===== src/rtl/riscv_mmio_uart_tx.sv =====
// riscv_mmio_uart_tx: memory-mapped 8N1 UART transmitter with a small TX FIFO.
// Ports:
//   i_clk, i_rst (async, active-low)   clock and reset
//   i_sel, i_addr, i_we, i_wdata       single-cycle data bus slave (word offsets 0..3)
//   o_rdata                            combinational read data, 0 when not selected
//   o_tx                               serial line, idles high, LSB first
//   o_busy                             FIFO non-empty or frame in flight (registered)
// Register map: 0 TXDATA, 1 STATUS {ovf, tx_active, empty, full}, 2 DIV, 3 COUNT.
module riscv_mmio_uart_tx #(
   parameter int unsigned XLEN       = 32,
   parameter int unsigned CLK_DIV    = 868,
   parameter int unsigned FIFO_DEPTH = 4
) (
   input  logic            i_clk,
   input  logic            i_rst,
   input  logic            i_sel,
   input  logic [1:0]      i_addr,
   input  logic            i_we,
   input  logic [XLEN-1:0] i_wdata,
   output logic [XLEN-1:0] o_rdata,
   output logic            o_tx,
   output logic            o_busy
);

   localparam int unsigned PW = $clog2(FIFO_DEPTH);
   localparam int unsigned CW = PW + 1;
   localparam int unsigned DW = 16;

   localparam logic [1:0] A_TXDATA = 2'd0;
   localparam logic [1:0] A_STATUS = 2'd1;
   localparam logic [1:0] A_DIV    = 2'd2;
   localparam logic [1:0] A_COUNT  = 2'd3;

   typedef enum logic [1:0] {S_IDLE, S_START, S_DATA, S_STOP} state_e;

   state_e          state_q, state_d;
   logic [DW-1:0]   cnt_q, cnt_d;
   logic [DW-1:0]   act_div_q, act_div_d;
   logic [DW-1:0]   div_q, div_d;
   logic [2:0]      idx_q, idx_d;
   logic [7:0]      shift_q, shift_d;
   logic            tx_q, tx_d;
   logic            busy_q, busy_d;
   logic            ovf_q, ovf_d;
   logic [PW-1:0]   wr_ptr_q, wr_ptr_d;
   logic [PW-1:0]   rd_ptr_q, rd_ptr_d;
   logic [CW-1:0]   count_q, count_d;
   logic [7:0]      mem_q [FIFO_DEPTH];

   logic            full_c, empty_c, wr_txdata_c, push_c, pop_c;
   logic            unused_wdata_c;

   assign unused_wdata_c = ^i_wdata[XLEN-1:DW];

   assign full_c      = (count_q == CW'(FIFO_DEPTH));
   assign empty_c     = (count_q == '0);
   assign wr_txdata_c = i_sel && i_we && (i_addr == A_TXDATA);
   // Fullness is judged before the edge, so a pop on the same edge does not rescue a push.
   assign push_c      = wr_txdata_c && !full_c;

   // Register writes and FIFO bookkeeping
   always_comb begin
      ovf_d    = ovf_q;
      div_d    = div_q;
      wr_ptr_d = wr_ptr_q;
      rd_ptr_d = rd_ptr_q;
      if (i_sel && i_we && (i_addr == A_STATUS) && i_wdata[3]) begin
         ovf_d = 1'b0;
      end
      if (wr_txdata_c && full_c) begin
         ovf_d = 1'b1;
      end
      if (i_sel && i_we && (i_addr == A_DIV)) begin
         div_d = (i_wdata[DW-1:0] < 16'd2) ? 16'd2 : i_wdata[DW-1:0];
      end
      if (push_c) begin
         wr_ptr_d = wr_ptr_q + PW'(1);
      end
      if (pop_c) begin
         rd_ptr_d = rd_ptr_q + PW'(1);
      end
      count_d = count_q + CW'(push_c) - CW'(pop_c);
   end

   // Transmit FSM next state
   always_comb begin
      state_d   = state_q;
      cnt_d     = cnt_q;
      act_div_d = act_div_q;
      idx_d     = idx_q;
      shift_d   = shift_q;
      pop_c     = 1'b0;
      case (state_q)
         S_IDLE: begin
            if (!empty_c) begin
               pop_c     = 1'b1;
               shift_d   = mem_q[rd_ptr_q];
               act_div_d = div_q;
               cnt_d     = div_q - 16'd1;
               state_d   = S_START;
            end
         end
         S_START: begin
            if (cnt_q == '0) begin
               cnt_d   = act_div_q - 16'd1;
               idx_d   = 3'd0;
               state_d = S_DATA;
            end else begin
               cnt_d = cnt_q - 16'd1;
            end
         end
         S_DATA: begin
            if (cnt_q == '0) begin
               cnt_d = act_div_q - 16'd1;
               if (idx_q == 3'd7) begin
                  state_d = S_STOP;
               end else begin
                  idx_d   = idx_q + 3'd1;
                  shift_d = {1'b0, shift_q[7:1]};
               end
            end else begin
               cnt_d = cnt_q - 16'd1;
            end
         end
         S_STOP: begin
            if (cnt_q == '0) begin
               // Back-to-back: reload straight into START without passing IDLE.
               if (!empty_c) begin
                  pop_c     = 1'b1;
                  shift_d   = mem_q[rd_ptr_q];
                  act_div_d = div_q;
                  cnt_d     = div_q - 16'd1;
                  state_d   = S_START;
               end else begin
                  state_d = S_IDLE;
               end
            end else begin
               cnt_d = cnt_q - 16'd1;
            end
         end
         default: state_d = S_IDLE;
      endcase
   end

   // Registered line and busy derived from the next state
   always_comb begin
      tx_d = 1'b1;
      case (state_d)
         S_START: tx_d = 1'b0;
         S_DATA:  tx_d = shift_d[0];
         default: tx_d = 1'b1;
      endcase
      busy_d = (count_d != '0) || (state_d != S_IDLE);
   end

   // Combinational read mux, no side effects
   always_comb begin
      o_rdata = '0;
      if (i_sel) begin
         case (i_addr)
            A_STATUS: o_rdata = XLEN'({ovf_q, (state_q != S_IDLE), empty_c, full_c});
            A_DIV:    o_rdata = XLEN'(div_q);
            A_COUNT:  o_rdata = XLEN'(count_q);
            default:  o_rdata = '0;
         endcase
      end
   end

   always_ff @(posedge i_clk or negedge i_rst) begin
      if (!i_rst) begin
         state_q   <= S_IDLE;
         cnt_q     <= '0;
         act_div_q <= 16'(CLK_DIV);
         div_q     <= 16'(CLK_DIV);
         idx_q     <= '0;
         shift_q   <= '0;
         tx_q      <= 1'b1;
         busy_q    <= 1'b0;
         ovf_q     <= 1'b0;
         wr_ptr_q  <= '0;
         rd_ptr_q  <= '0;
         count_q   <= '0;
      end else begin
         state_q   <= state_d;
         cnt_q     <= cnt_d;
         act_div_q <= act_div_d;
         div_q     <= div_d;
         idx_q     <= idx_d;
         shift_q   <= shift_d;
         tx_q      <= tx_d;
         busy_q    <= busy_d;
         ovf_q     <= ovf_d;
         wr_ptr_q  <= wr_ptr_d;
         rd_ptr_q  <= rd_ptr_d;
         count_q   <= count_d;
      end
   end

   // FIFO storage; contents are don't-care until the pointers say otherwise
   always_ff @(posedge i_clk) begin
      if (push_c) begin
         mem_q[wr_ptr_q] <= i_wdata[7:0];
      end
   end

   assign o_tx   = tx_q;
   assign o_busy = busy_q;

endmodule


===== config.mk =====
export PLATFORM = sky130hd
export DESIGN_NAME = riscv_mmio_uart_tx
export DESIGN_NICKNAME = d
export VERILOG_FILES = /design/src/rtl/riscv_mmio_uart_tx.sv
export SDC_FILE = /design/constraint.sdc
export NUM_CORES = 1
export LEC_CHECK = 0
export BUFFER_PORTS_ARGS = -buffer_cell sky130_fd_sc_hd__clkbuf_2
export CORE_MARGIN = 2
export CORE_UTILIZATION = 35
export DETAILED_ROUTE_END_ITERATION = 10
export PLACE_DENSITY = 0.57
export SKIP_LAST_GASP = 1
export SLEW_MARGIN = 20
export SYNTH_ARGS = -nofsm -noshare
export SYNTH_HDL_FRONTEND = slang
export SYNTH_SLANG_ARGS = --single-unit

===== constraint.sdc =====
create_clock -name i_clk -period 4.3 [get_ports i_clk]
set_input_delay 0.86 -clock i_clk [delete_from_list [all_inputs] [get_ports i_clk]]
set_output_delay 0.86 -clock i_clk [all_outputs]
set_load 0.01 [all_outputs]

==> out/qor.csv <==
metric;value;unit
Routed WL per cell;17.6;um
CP max FO;4;
Max transition margin;38.1;%
Max VDD drop;333;uV
number of fill cells;1644;
unrepaired setup endpoints after global routing;no;
count of state elements after synthesis;103;
largest net degree at the start of global routing;72;
vias in the first global route;4274;
reg2reg start;cnt_q[0]$_DFF_PN0_;
GR Layer Usage met1;23.3;%
Max H-tree Level;3;
CP max stage delay;470;ps
number of flops mapped to enable cells by yosys;32;
area delta synth->final;11.0;%
clock power share;19.3;%
GRT Max-Usage Layer;met2;
Post-Syn Area;6020;um^2
Initial Util;36.1;%
Die Span X;135;um
DPL Wire Length;10.5;mm
Die Y;135;um
CP bufs+invs;3;
crit-path cells;inv_1 > ha_1 > nor3b_1 > and4_1 > a21oi_1 > nor3_2 > ha_1 > inv_1 > ha_1 > inv_1 > fa_1 > xnor2_1 > xnor2_1 > or4_1;
CTS resizes;0;
worst hold slack;517;ps
GR Util All Layers;16.3;%
switching share of power;40.8;%
slowest cell on the critical path;or4_1;
CTS tree;done;
required time of the critical path;4530;ps
ys async rst share;68.9;%
Antenna Violating Nets Remaining;0;
final period utilization;81.9;%
largest delay contributor family on the critical path;simple AND/OR/NAND/NOR gates;
Port Buffers;39;
routed wire length;14.3;mm
crit path launch;cnt_q[0]$_DFF_PN0_;
Rows;47;
placed inst area;6380;um^2
share of the synthesized area in the top cell type;24.9;%
HP Start;shift_q[1]$_DFFE_PN0P_;
f_max;284;MHz
Num CTS Buffers;9;
Min-Delay Path Class;reg -> reg;
DP Worst Slack;796;ps
postcts setup bufs;0;
number of max-cap violations;0;
critical path class;reg -> reg;
status;completed;
area of the multi-input gates;3000;um^2
Max Slew Vio Count;0;
ratio of cells with drive above 1 in the final layout;21.1;%
vias per cell;5.41;
final number of hold-violating endpoints;0;
Cells after Synth;560;
maximum buffer depth of the clock tree;2;
Worst-Skew Late Latency;350;ps
initial DRC count;232;
CP arrival;3750;ps
CORE AREA;16700;um^2
Ports;72;
Avg Synthesized Cell Area;10.8;um^2
initial antenna violation count;0;
count leader, synth;dfrtp_1;
min Tclk post-route;3520;ps
Reg2Reg Setup Slack;780;ps
Post-CTS Hold Fix Bufs;0;
Final Setup Violations;0;
part of the total power dissipated in sequential elements;39.6;%
leakage power;2.71;nW
Synth area leader;dfrtp_1;
synth top area cells;dfrtp_1, edfxtp_1, dfstp_2;
Final Skew;7.15;ps
Placer Congestion;0.857;
YS warnings;0;
grt met2 use;25.6;%
CP startpoint kind;flop;
Tot Pwr;4.29;mW
clk root buf;clkbuf_16;
register area share after synthesis;45.7;%
total gr overflow;0;
Sequential cell area;2750;um^2
pwr dens;642;nW/um^2
Final WS setup;778;ps
first-pass GRT wire length;23.2;mm
Internal;2.54;mW
post-synth cell types;71;
DRC;0;
Die Area;18300;um^2
post-route cell area;6680;um^2
Clock Pin Slew Worst Setup and Hold Paths;80;ps
Sum Neg Setup Slack;0;ps
ys flop type;dfrtp_1;
Gate power share;41.1;%
Final nets;647;
clock sink count;103;
worst slew pin tran;929;ps
first-pass iteration count of the detailed router;5;
met3 Resource Use GR;2.28;%
ANT cells;0;
vias post-DR;4418;
Setup crit end kind;flop;
Synth top cells by count;dfrtp_1, nand2_1, edfxtp_1;
P_sw;1.75;mW
[sequential cells by signal, indices dropped and copies added (netlist names)]
signal	cells
act_div_q	16
cnt_q	16
idx_q	3
mem_q	32
rd_ptr_q	2
shift_q	8
ovf_q	1
o_busy	1
o_tx	1
state_q	2
wr_ptr_q	2
count_q	3
div_q	16
[final timing paths]
path,end,depth (start not counted)
hold / removal,shift_q[1]$_DFFE_PN0P_,1
min in group asynchronous,cnt_q[14]$_DFF_PN0_,1
setup reg to reg,o_busy$_DFF_PN0_,14
hold reg to reg,shift_q[1]$_DFFE_PN0P_,1
max in group asynchronous,shift_q[7]$_DFFE_PN0P_,1
setup / recovery,o_busy$_DFF_PN0_,14
[area by class of cell]
cell class,instances,share of cell area (%)
Multi-Input combinational cell,407,44.8
Clock inverter,7,1.12
Tap cell,220,4.12
Inverter,21,1.18
Clock buffer,9,3.37
Timing Repair Buffer,50,4.19
Sequential cell,103,41.2
[through the flow]
step,utilization (%),std cells
3_3_place_gp,38.2,801
2_1_floorplan,-,575
6_report,40.0,817
4_1_cts,40.0,817
5_1_grt,40.0,817
3_5_place_dp,38.2,801
[power by group through the flow]
stage               logic (mW)  registers [mW]  clock network (mW)
floorplan                 1.44            1.56                   0
finish                    1.76            1.70               0.829
global route              1.96            1.75               0.888
global placement          1.71            1.70                   0
detailed placement        1.76            1.71                   0
CTS                       1.77            1.70               0.848
[layout by cell type, fill, tap and decap left out, drive strengths merged, types with 11 or more instances in the layout]
cell type and count:
inv 26, and3 12, edfxtp 32, a21oi 23
clkbuf 47, buf 12, conb 16, nor2 32
a22o 17, xnor2 25, dfstp 11, nor3 30
xor2 17, nand2 37, o21ai 28, dfrtp 60
mux2 30, ha 16
[logic make-up after synthesis]
logic type,Yosys count,synth area share (%)
compound gates,116,13.3
xor+xnor,42,6.11
fa+ha+maj,17,3.66
buf+inv,65,5.57
flops,103,45.7
mux,41,9.10
other cells,1,0.0623
simple gates,175,16.6
[layer usage]
metal	share of wire, %	wire (um)
met5	0	0
met4	1.5	214
met3	5.4	776
met2	47	6790
met1	46	6570
Power figures use the tool's default switching activity.
